$ cat src/rtl/divider_seq.sv
// divider_seq: iterative radix-2 restoring divider, one quotient bit per clock.
// Define DIVIDER_SEQ_SIGNED_EN to add the signed_op port and two's-complement operation.
module divider_seq #(
    parameter int unsigned WIDTH = 8
) (
    input  logic             clk,
    input  logic             rst,
    input  logic             start,
    input  logic [WIDTH-1:0] dividend,
    input  logic [WIDTH-1:0] divisor,
`ifdef DIVIDER_SEQ_SIGNED_EN
    input  logic             signed_op,
`endif
    output logic             busy,
    output logic             done,
    output logic [WIDTH-1:0] quotient,
    output logic [WIDTH-1:0] remainder,
    output logic             div_by_zero
);

    localparam int unsigned CntW = $clog2(WIDTH);

    typedef enum logic [1:0] {StIdle, StRun, StFinish} state_e;

    state_e           state_q, state_d;
    logic [CntW-1:0]  cnt_q;
    logic [WIDTH-1:0] rem_q, quo_q, dvs_q;
    logic             dz_q;
    logic [WIDTH:0]   shifted, diff;
    logic [WIDTH-1:0] dvd_mag, dvs_mag, quo_fix, rem_fix;
    logic             accept;

    assign accept = (state_q == StIdle) && start;
    assign busy   = (state_q != StIdle);

`ifdef DIVIDER_SEQ_SIGNED_EN
    logic dvd_neg, dvs_neg, neg_quo_q, neg_rem_q;

    always_comb begin
        dvd_neg = signed_op & dividend[WIDTH-1];
        dvs_neg = signed_op & divisor[WIDTH-1];
        dvd_mag = dvd_neg ? -dividend : dividend;
        dvs_mag = dvs_neg ? -divisor : divisor;
        quo_fix = neg_quo_q ? -quo_q : quo_q;
        // Remainder follows the dividend sign; with a zero divisor this restores the dividend.
        rem_fix = neg_rem_q ? -rem_q : rem_q;
    end

    always_ff @(posedge clk or posedge rst) begin
        if (rst) begin
            neg_quo_q <= 1'b0;
            neg_rem_q <= 1'b0;
        end else if (accept) begin
            neg_quo_q <= dvd_neg ^ dvs_neg;
            neg_rem_q <= dvd_neg;
        end
    end
`else
    always_comb begin
        dvd_mag = dividend;
        dvs_mag = divisor;
        quo_fix = quo_q;
        rem_fix = rem_q;
    end
`endif

    // quo_q shifts dividend bits out of its MSB while quotient bits enter at the LSB.
    always_comb begin
        shifted = {rem_q, quo_q[WIDTH-1]};
        diff    = shifted - {1'b0, dvs_q};
    end

    always_comb begin
        state_d = state_q;
        case (state_q)
            StIdle:   if (start) state_d = StRun;
            StRun:    if (cnt_q == CntW'(WIDTH - 1)) state_d = StFinish;
            StFinish: state_d = StIdle;
            default:  state_d = StIdle;
        endcase
    end

    always_ff @(posedge clk or posedge rst) begin
        if (rst) begin
            state_q     <= StIdle;
            cnt_q       <= '0;
            rem_q       <= '0;
            quo_q       <= '0;
            dvs_q       <= '0;
            dz_q        <= 1'b0;
            done        <= 1'b0;
            quotient    <= '0;
            remainder   <= '0;
            div_by_zero <= 1'b0;
        end else begin
            state_q <= state_d;
            done    <= 1'b0;
            case (state_q)
                StIdle: begin
                    if (start) begin
                        cnt_q <= '0;
                        rem_q <= '0;
                        quo_q <= dvd_mag;
                        dvs_q <= dvs_mag;
                        dz_q  <= (divisor == '0);
                    end
                end
                StRun: begin
                    cnt_q <= cnt_q + 1'b1;
                    rem_q <= diff[WIDTH] ? shifted[WIDTH-1:0] : diff[WIDTH-1:0];
                    quo_q <= {quo_q[WIDTH-2:0], ~diff[WIDTH]};
                end
                StFinish: begin
                    quotient    <= dz_q ? '1 : quo_fix;
                    remainder   <= rem_fix;
                    div_by_zero <= dz_q;
                    done        <= 1'b1;
                end
                default: ;
            endcase
        end
    end

endmodule

$ cat config.mk
export PLATFORM = sky130hd
export DESIGN_NAME = divider_seq
export DESIGN_NICKNAME = d
export VERILOG_FILES = /design/src/rtl/divider_seq.sv
export SDC_FILE = /design/constraint.sdc
export NUM_CORES = 1
export LEC_CHECK = 0
export ABC_AREA = 1
export CORE_MARGIN = 5
export CORE_UTILIZATION = 50
export DETAILED_ROUTE_END_ITERATION = 7
export PLACE_DENSITY = 0.85
export SYNTH_ARGS = -nofsm -noshare
export SYNTH_HDL_FRONTEND = slang
export SYNTH_SLANG_ARGS = --single-unit
$ cat constraint.sdc
create_clock -name clk -period 5 [get_ports clk]
set_clock_uncertainty 0.2 [all_clocks]
set_input_delay 1 -clock clk [delete_from_list [all_inputs] [get_ports clk]]
set_output_delay 1 -clock clk [all_outputs]
set_load 0.005 [all_outputs]
==> results.py <==
metrics = {
    "worst_setup_path": {
        "r2r_end": "rem_fix[1]",
        "required_ps": 3800,
        "critical_path_class": "reg -> out",
        "reg2regPathDepth": 13,
        "rrSetupSlack_ps": 2790,
        "r2r-start": "quo_fix[7]",
        "worst_setup_path_start_kind": "flop",
        "cp.arrival_ps": 1390,
        "endpoint_kind": "primary output",
        "cp_max_fo": 2,
    },
    "worst_hold_path": {
        "worstHoldPathCells": 2,
        "hold_end": "remainder[6]",
        "min-delay-start": "remainder[6]",
        "hold_class": "reg -> reg",
    },
    "placement": {
        "portBuffers": 37,
        "dp_hpwl_mm": 3.75,
        "place_congestion": 0.895,
    },
    "final_layout": {
        "fin_nets": 354,
        "mostFrequentLayoutCell": "nand2_1",
        "n_antenna_cell": 0,
        "drive_gt1_share_pct": 9.54,
        "syn_to_final_growth_pct": 21.4,
        "final_cell_mix": "77 x nand2_1, 48 x dfrtp_1, 37 x clkdlybuf4s50_1, 36 x inv_1, 18 x nand3_1",
    },
    "floorplanning": {
        "die_w_um": 80.2,
        "num_io_pins": 38,
        "die_area_um2": 6430,
        "start_util_pct": 51.8,
        "die-height_um": 80.2,
        "fp-row-count": 25,
        "core_area_um2": 4750,
    },
    "cts": {
        "cts_buffers": 5,
        "cts.sinks": 48,
        "cts_hold_buf": 0,
        "clk_latency_ps": 310,
        "cts_setup_buffers": 0,
        "root_buffer": "clkbuf_8",
        "cts_tree": "yes",
        "cts_buffer_depth": 2,
        "cts_resized": 0,
        "clkTransAtPathRegs_ps": 80,
        "cts.htree.levels": 2,
    },
    "timing": {
        "rsz0062_at_grt": "no",
        "finalSetupViolations": 0,
        "slew_violations": 0,
        "period_minus_slack_ps": 2590,
        "worst_pin_slew_ps": 947,
        "tns_ps": 0,
        "final_hold_viol_count": 0,
        "fmax_mhz": 386,
        "timing.final.crit_share_pct": 51.8,
        "slew_headroom_pct": 36.8,
    },
    "synth": {
        "yosys_most_used_dff": "dfrtp_1",
        "synth_edf_count": 0,
        "yosys.cell_types.count": 33,
        "synthArstFlopShare_pct": 100,
        "synthesis.nets": 315,
        "postSynthCellCount": 285,
        "ys.warnings.count": 0,
        "ys_ff_latch": 48,
        "netlist_area_um2": 2460,
        "avgSynthCellArea_um2": 8.64,
        "ys_seq_area_share_pct": 48.8,
    },
    "routing": {
        "wl_mm": 5.10,
        "post_drt_wl_per_cell_um": 13.0,
        "ant_nets": 0,
        "drc_errors": 0,
        "viasPerCell": 5.09,
        "drtIter0Drc": 159,
        "drt-pass1-iter-count": 4,
        "vias": 1996,
    },
    "pwr": {
        "max-vdd-ir-drop_mv": 0.344,
        "finalPower_mw": 2.32,
        "p_leak_nw": 1.48,
        "power.density_nw_per_um2": 774,
    },
    "status": {
        "status": "complete, no violations",
    },
    "global_route": {
        "grt_pass1_vias": 1893,
        "track_usage_pct": 17.7,
        "grt_overflow_total": 0,
        "grt_max_degree": 49,
        "antenna_found_initial": 0,
        "grt_pass1_wl_mm": 8.78,
    },
    "job": {
        "cap_violations": 0,
    },
}
==> layer usage <==
metal,vias to the layer above,share of wire [%],track usage [%]
met5,-,0,0
met4,0,1.8,6.59
met3,9,5.8,3.36
met2,53,47,27.2
met1,944,45,24.8
li1,990,-,-
==> synthesized netlist by cell type, drive strengths merged, types with 3 or more instances <==
| library cell | instances | area [um2] |
|---|---|---|
| ha | 10 | 125 |
| inv | 43 | 164 |
| a221oi | 4 | 35.0 |
| nor3 | 4 | 20.0 |
| nand3 | 20 | 118 |
| nor2 | 19 | 100 |
| a21oi | 12 | 63.8 |
| nand3b | 3 | 22.5 |
| o211ai | 4 | 30.0 |
| o21ai | 18 | 90.1 |
| dfrtp | 48 | 1200 |
| nand2 | 85 | 368 |
| buf | 5 | 37.5 |
==> worst max path at each step <==
stage                from         end  slack, ps  cells past startpoint
2_1_floorplan         rst    cnt_q[0]       2660                      1
4_1_cts        state_q[1]        busy       2410                      3
6_report       state_q[1]        busy       2410                      3
3_5_place_dp        start  quo_fix[4]       2290                      7
3_3_place_gp        start  quo_fix[3]       2370                      7
5_1_grt        state_q[1]        busy       2350                      3
==> flip-flops by register name, summed over array words and instances, names as in the netlist <==
name         cells
cnt_q            3
div_by_zero      1
done             1
dvs_q            8
dz_q             1
quo_fix          8
quotient         8
rem_fix          8
remainder        8
state_q          2
==> worst max-delay path, stage by stage, from the launching register on <==
cell	delay, ps
dfrtp_1	410
inv_2	70
nand2_4	90
clkdlybuf4s50_1	520
==> power by group <==
| group | switching [mW] | internal, mW |
|---|---|---|
| Combinational | 0.784 | 0.565 |
| Sequential | 0.107 | 0.582 |
| Clock | 0.130 | 0.148 |
==> cell families after synthesis <==
family,Yosys count,share of synthesized area (%)
AND/OR/NAND/NOR,134,26.4
buffers and inverters,49,8.33
flip-flops,48,48.8
AO/OA/AOI/OAI,40,9.60
adder cells (fa/ha/maj),11,5.89
XOR/XNOR,3,1.07
==> area by class of cell <==
cell class / count / area, um2
clock buffer: 6 / 72.6
fill: 405 / 1760
multi-input combinational: 188 / 1060
timing repair buffer: 38 / 378
sequential: 48 / 1200
tap: 67 / 83.8
inverter: 43 / 164
clock inverter: 2 / 35.0
==> metrics by stage <==
step                area, um2  util, %  setup WS, ps  std cells  hold slack [ps]
floorplan                2460        -          2660        285              248
global placement         2880     60.7          2370        384              252
detailed placement       2880     60.7          2290        384              259
CTS                      2990     62.9          2410        392              280
global route             2990     62.9          2350        392              314
finish                   2990     62.9          2410        392              277
Power figures use the tool's default switching activity.
